$ cat src/rtl/i2c_reg_pkg.sv
// Shared types and constants for the I2C register-bank sequencer.
// The byte width is fixed by the I2C transport; the pointer width is a default.
package i2c_reg_pkg;

  localparam int ADDR_W_DEF = 4;
  localparam int DATA_W     = 8;

  typedef enum logic [1:0] {
    IDLE  = 2'd0,
    PTR   = 2'd1,
    WRITE = 2'd2,
    READ  = 2'd3
  } state_t;

endpackage

$ cat src/rtl/i2c_reg_ctrl.sv
// Turns I2C target byte events into register-bank accesses with an auto-incrementing
// pointer, and shares the single bank port with a local requester (I2C has priority).
module i2c_reg_ctrl
  import i2c_reg_pkg::*;
#(
  parameter int ADDR_W = ADDR_W_DEF
) (
  input  logic              clk,
  input  logic              rst_n,
  input  logic              i2c_start,
  input  logic              i2c_rw,
  input  logic              i2c_stop,
  input  logic              i2c_rx_valid,
  input  logic [DATA_W-1:0] i2c_rx_data,
  input  logic              i2c_tx_req,
  output logic [DATA_W-1:0] i2c_tx_data,
  output logic              i2c_tx_valid,
  input  logic              loc_req,
  input  logic              loc_we,
  input  logic [ADDR_W-1:0] loc_addr,
  input  logic [DATA_W-1:0] loc_wdata,
  output logic              loc_gnt,
  output logic              loc_rvalid,
  output logic [DATA_W-1:0] loc_rdata,
  output logic [ADDR_W-1:0] reg_addr,
  output logic              reg_we,
  output logic              reg_re,
  output logic [DATA_W-1:0] reg_wdata,
  input  logic [DATA_W-1:0] reg_rdata,
  output logic              busy
);

  state_t            state;
  state_t            state_nxt;
  logic [ADDR_W-1:0] ptr;
  logic              ptr_ld;
  logic              wr_op;
  logic              rd_op;
  logic              i2c_op;
  logic              loc_rd;

  logic              rd_pend_p1;
  logic              rd_tag_p1;
  logic [DATA_W-1:0] tx_hold_p1;
  logic [DATA_W-1:0] loc_hold_p1;

  always_ff @(posedge clk or negedge rst_n) begin
    if (!rst_n) begin
      state <= IDLE;
    end else begin
      state <= state_nxt;
    end
  end

  // A new START always wins; a STOP alongside a byte still lets the byte complete.
  always_comb begin
    state_nxt = state;
    if (i2c_start) begin
      state_nxt = i2c_rw ? READ : PTR;
    end else if (i2c_stop) begin
      state_nxt = IDLE;
    end else if (state == PTR && i2c_rx_valid) begin
      state_nxt = WRITE;
    end
  end

  always_comb begin
    ptr_ld    = (state == PTR) && i2c_rx_valid;
    wr_op     = (state == WRITE) && i2c_rx_valid;
    rd_op     = (state == READ) && i2c_tx_req;
    i2c_op    = wr_op || rd_op;
    loc_gnt   = loc_req && !i2c_op;
    loc_rd    = loc_gnt && !loc_we;
    reg_addr  = '0;
    reg_we    = 1'b0;
    reg_re    = 1'b0;
    reg_wdata = '0;
    if (i2c_op) begin
      reg_addr  = ptr;
      reg_we    = wr_op;
      reg_re    = rd_op;
      reg_wdata = wr_op ? i2c_rx_data : '0;
    end else if (loc_gnt) begin
      reg_addr  = loc_addr;
      reg_we    = loc_we;
      reg_re    = !loc_we;
      reg_wdata = loc_we ? loc_wdata : '0;
    end
    busy = (state != IDLE);
  end

  always_ff @(posedge clk or negedge rst_n) begin
    if (!rst_n) begin
      ptr <= '0;
    end else if (ptr_ld) begin
      ptr <= i2c_rx_data[ADDR_W-1:0];
    end else if (i2c_op) begin
      ptr <= ptr + ADDR_W'(1);
    end
  end

  // Stage p1: bank read data returns; tag says which requester owns it.
  always_ff @(posedge clk or negedge rst_n) begin
    if (!rst_n) begin
      rd_pend_p1  <= 1'b0;
      rd_tag_p1   <= 1'b0;
      tx_hold_p1  <= '0;
      loc_hold_p1 <= '0;
    end else begin
      rd_pend_p1 <= rd_op || loc_rd;
      rd_tag_p1  <= loc_rd;
      if (rd_pend_p1 && !rd_tag_p1) begin
        tx_hold_p1 <= reg_rdata;
      end
      if (rd_pend_p1 && rd_tag_p1) begin
        loc_hold_p1 <= reg_rdata;
      end
    end
  end

  always_comb begin
    i2c_tx_valid = rd_pend_p1 && !rd_tag_p1;
    loc_rvalid   = rd_pend_p1 && rd_tag_p1;
    i2c_tx_data  = i2c_tx_valid ? reg_rdata : tx_hold_p1;
    loc_rdata    = loc_rvalid ? reg_rdata : loc_hold_p1;
  end

endmodule

$ cat config.mk
export PLATFORM = sky130hd
export DESIGN_NAME = i2c_reg_ctrl
export DESIGN_NICKNAME = d
export VERILOG_FILES = /design/src/rtl/i2c_reg_pkg.sv /design/src/rtl/i2c_reg_ctrl.sv
export SDC_FILE = /design/constraint.sdc
export NUM_CORES = 1
export LEC_CHECK = 0
export BUFFER_PORTS_ARGS = -buffer_cell sky130_fd_sc_hd__buf_2
export CORE_UTILIZATION = 43
export CTS_CLUSTER_SIZE = 28
export DETAILED_ROUTE_END_ITERATION = 8
export PLACE_DENSITY = 0.76
export SYNTH_ARGS = -nofsm -noshare
export SYNTH_HDL_FRONTEND = slang
export SYNTH_SLANG_ARGS = --single-unit
$ cat constraint.sdc
create_clock -name clk -period 1.85 [get_ports clk]
set_input_delay 0.37 -clock clk [delete_from_list [all_inputs] [get_ports clk]]
set_output_delay 0.37 -clock clk [all_outputs]
set_load 0.1 [all_outputs]
==> results.md, run 1 <==
- Most common cell in the netlist: dfrtp_1
- GP Congestion: around 0.75
- Largest net degree at the start of global routing: 25
- Crit. endpoint post-GRT repair: reg_wdata[2]
- Initial antenna violation count: 1
- Error msg: [ERROR DPL-0033] detailed placement checks failed during check placement.
- Syn avg cell area: between 10 and 15 um2
- EDFF count, synth: 0
- Num CTS Buffers: 3
- Syn Inst Count: between 100 and 150
- Row count: 18
- Seq/Total Area, Yosys: about half
- Worst_ep kind: primary output
- Main area contributors after synthesis: dfrtp_1 50%, mux2_1 15%, a22o_1 5.8%
- Die Y: roughly 55 um
- Post-synth top flop: dfrtp_1
- Async SR Flop Fraction: between 90% and 100%
- Share of Yosys cell area claimed by the top area cell type: 49.9%
- Ys Warns: 0
- Ports: between 70 and 80
- Synth unique cells: 31
- Yosys reg bits: 24
- Initial core utilization: a little under half
- Outcome: did not finish
- Failing step: global routing (5_1_grt)
- Clock buffer depth: 2
- Syn_nets: 143
- Post-Syn Area: 1200 um2
- Post-synth top area cell: dfrtp_1
- Die width: about 55 um
- Clock Sinks: 24
- Hold_buf cts: 0
- Synth top cells by count: 24 x dfrtp_1, 16 x mux2_1, 14 x nand2_1, 8 x a22o_1, 6 x nand3_1
- CTS root buf: clkbuf_4
- Htree depth: 1
- Port Buffer Count: 70
- Area after DPL: roughly 2000 um2
- Post-DP HPWL: about 2.4 mm
==> cells by family after synthesis <==
family                   after synthesis  synth area share, %
AO/OA/AOI/OAI                         18                 12.0
XOR/XNOR                               1                0.729
adder cells (fa/ha/maj)                1                 1.04
buffers and inverters                  6                 3.22
flip-flops                            24                 49.9
multiplexers                          18                 17.1
AND/OR/NAND/NOR                       37                 16.0
==> repair_timing <==
action,4_1_cts
endpoints found under the setup margin,31
pin swaps,10
endpoints found under the hold margin,0
gates resized for setup,49
buffers inserted,8
gates cloned,1
==> metrics by stage <==
stage | std cells | util, % | setup WS [ns] | setup TNS [ns] | hold slack, ns
floorplan | 105 | - | -0.128 | -0.706 | 0.0744
global placement | 209 | 79.2 | -0.0234 | -0.150 | 0.359
detailed placement | 209 | 79.2 | -0.0830 | -0.461 | 0.374
CTS | 222 | 90.5 | -0.254 | -3.17 | 0.0219
==> run 2: changes to the inputs <==
CORE_UTILIZATION = 30   (was 43)
CTS_CLUSTER_SIZE = default   (was 28)
PLACE_DENSITY = default   (was 0.76)
PLACE_DENSITY_LB_ADDON = 0.15   (was default)
==> results.md, run 2 <==
- Worst path required time: about 1.5 ns
- Routed length per instance: between 15 and 20 um
- Violated checks: setup timing
- Mux contribution to synthesized area: 17.1%
- Slew margin rel.: 65.4%
- Synth top cells by count: 24 x dfrtp_1, 16 x mux2_1, 14 x nand2_1, 8 x a22o_1, 6 x nand3_1
- Fill cells: a little over 300
- GP Congestion: slightly above 0.7
- Die Y: about 65 um
- Syn Inst Count: approximately 110
- Global Route Usage Sum: between 15 and 20%
- Crit share post-route: 111%
- Core Region: 3740 um2
- CP startpoint kind: register
- Area Growth Syn to Fin: 92.8%
- Cell Pwr Density: 1290 nW/um2
- Worst VDD drop: 432 uV
- Post-synth top flop: dfrtp_1
- PnR worst setup slack: -0.208 ns
- Final Non-Filler Cells: around 230
- Most common cell in the netlist: dfrtp_1
- Layout Nets: 225
- Outcome: complete, but fails checks
- Synth unique cells: 31
- Final min period: 2.06 ns
- Clock latency on the worst-skew pair: 0.26 ns
- CTS tree: done
- Via density: 5.00
- Initial DRC count: 39
- Max Slew Vio Count: 0
- Syn_nets: roughly 140
- Largest net degree at the start of global routing: 25
- Syn avg cell area: about 11 um2
- Yosys reg bits: 24
- Share of Yosys cell area claimed by the top area cell type: 49.9%
- Final hold vios: 0
- Post-Synth XOR/XNOR Area: less than 1%
- Main area contributors after synthesis: dfrtp_1 50%, mux2_1 15%, a22o_1 5.8%
- Grt ovf: 0
- Simple-gate share of the synthesized area: between 10% and 20%
- DIE AREA: 4270 um2
- Htree depth: 1
- Synth Area in Adders: under 10%
- Async SR Flop Fraction: 100%
- Max Cap Viol: 0
- Num CTS Buffers: 3
- CP arrival: ~1.7 ns
- Commonest non-fill, non-tap cell in the layout: buf_2
- Post-DP HPWL: 2.66 mm
- Setup Viol. Count Final: 14
- Residual DRC: 0
- Worst Setup Slack post-DPL: -0.172 ns
- Combinational family with the most area after synthesis: multiplexers
- Routed WL: approximately 3.6 mm
- Hold Crit Class: input port to async pin
- Layout cell share with drive strength beyond 1: 67.7%
- Initial DRT Pass Iterations: 4
- Top Registers: loc_hold_p1: 8 flops, tx_hold_p1: 8 flops, ptr: 4 flops
- Seq/Total Area, Yosys: between 40% and 50%
- Antenna cell count: 0
- FMAX: a little under 0.5 GHz
- Least-Margin Pin Slew: 0.519 ns
- First-pass GRT wire length: around 5.3 mm
- Clock Sinks: 24
- CTS root buf: clkbuf_8
- Final ANT Viol Nets: 0
- EDFF count, synth: 0
- Vias in the first global route: ~1200
- Fin area: between 2000 and 2500 um2
- Ys Warns: 0
- Vias post-DR: about 1200
- Area after DPL: around 2000 um2
- Port Buffer Count: 70
- Setup_tns: -2.45 ns
- Cells after DPL: 224
- Crit end category: primary output
- Initial core utilization: ~32%
- RSZ-0062 raised after global routing: true
- Initial antenna violation count: 0
- Setup Crit Path Kind: register to primary output
- Clock buffer depth: 2
- Static leakage: 0.00115 uW
- Clock Pin Slew Worst Setup and Hold Paths: approximately 0.080 ns
- Post-Syn Area: 1200 um2
- Ports: between 70 and 80
- Die width: 65.3 um
- Commonest non-fill, non-tap cells in the layout: 38 x buf_2, 25 x buf_12, 22 x dfrtp_1, 9 x mux2_4
- Reg2reg setup slack: between 0.15 and 0.2 ns
- Post-synthesis compound-gate area fraction: a little under an eighth
- Skew final: around 0.0024 ns
- Hold_buf cts: 0
- Worst Path Max Fanout: 9
- Row count: 22
- Post-synth top area cell: dfrtp_1
run 2: final timing paths:
check / from / end / depth (start not counted)
max: state[0] / reg_wdata[6] / 6
min: rst_n / tx_hold_p1[6] / 1
max reg2reg: state[0] / ptr[1] / 5
min reg2reg: loc_hold_p1[0] / loc_hold_p1[0] / 1
max in group asynchronous: rst_n / rd_pend_p1 / 1
min in group clk: i2c_stop / state[1] / 2
run 2: area by class of cell:
cell class | instances | area [um2] | area share (%)
Inverter | 2 | 7.51 | 0.324
Timing Repair Buffer | 79 | 845 | 36.4
Multi-Input combinational cell | 77 | 748 | 32.3
Clock buffer | 4 | 55.1 | 2.37
Sequential cell | 24 | 603 | 26.0
Tap cell | 48 | 60.1 | 2.59
run 2: cell families after synthesis:
group	after synthesis
compound gates	18
xor+xnor	1
fa+ha+maj	1
buf+inv	6
flops	24
mux	18
simple gates	37
run 2: timing repair:
action | 4_1_cts | 5_1_grt
pin swaps | 6 | 1
hold endpoints to repair | 0 | 0
setup endpoints to repair | 30 | 31
setup buffers | 1 | 3
cloned | 0 | 2
gates resized for setup | 25 | 22
run 2: worst max-delay path, stage by stage, from the launching register on:
cell	delay (ns)
dfrtp_1	0.41
mux2_4	0.33
nand2_4	0.07
and3_4	0.19
buf_12	0.13
a22o_4	0.13
buf_12	0.17
run 2: layer usage:
layer	up-vias	GRT usage [%]	share of wire [%]
met5	-	0	0
met3	4	2.78	5.2
met2	49	30.3	56
li1	537	-	-
met4	0	8.15	1.3
met1	580	17.6	38
run 2: power breakdown:
part	switching [uW]	internal, uW
sequential	84.0	658
combinational	1280	640
clock	150	189
total	1510	1490
run 2: through the flow:
step / utilization (%) / hold slack, ns / total power [uW]
after CTS: 58.9 / 0.0909 / 2910
after floorplan: - / 0.0744 / 1980
final: 61.9 / 0.0803 / 3000
after global routing: 61.9 / 0.120 / 3120
after global placement: 54.7 / 0.367 / 2460
after detailed placement: 54.7 / 0.375 / 2500
Power figures use the tool's default switching activity.
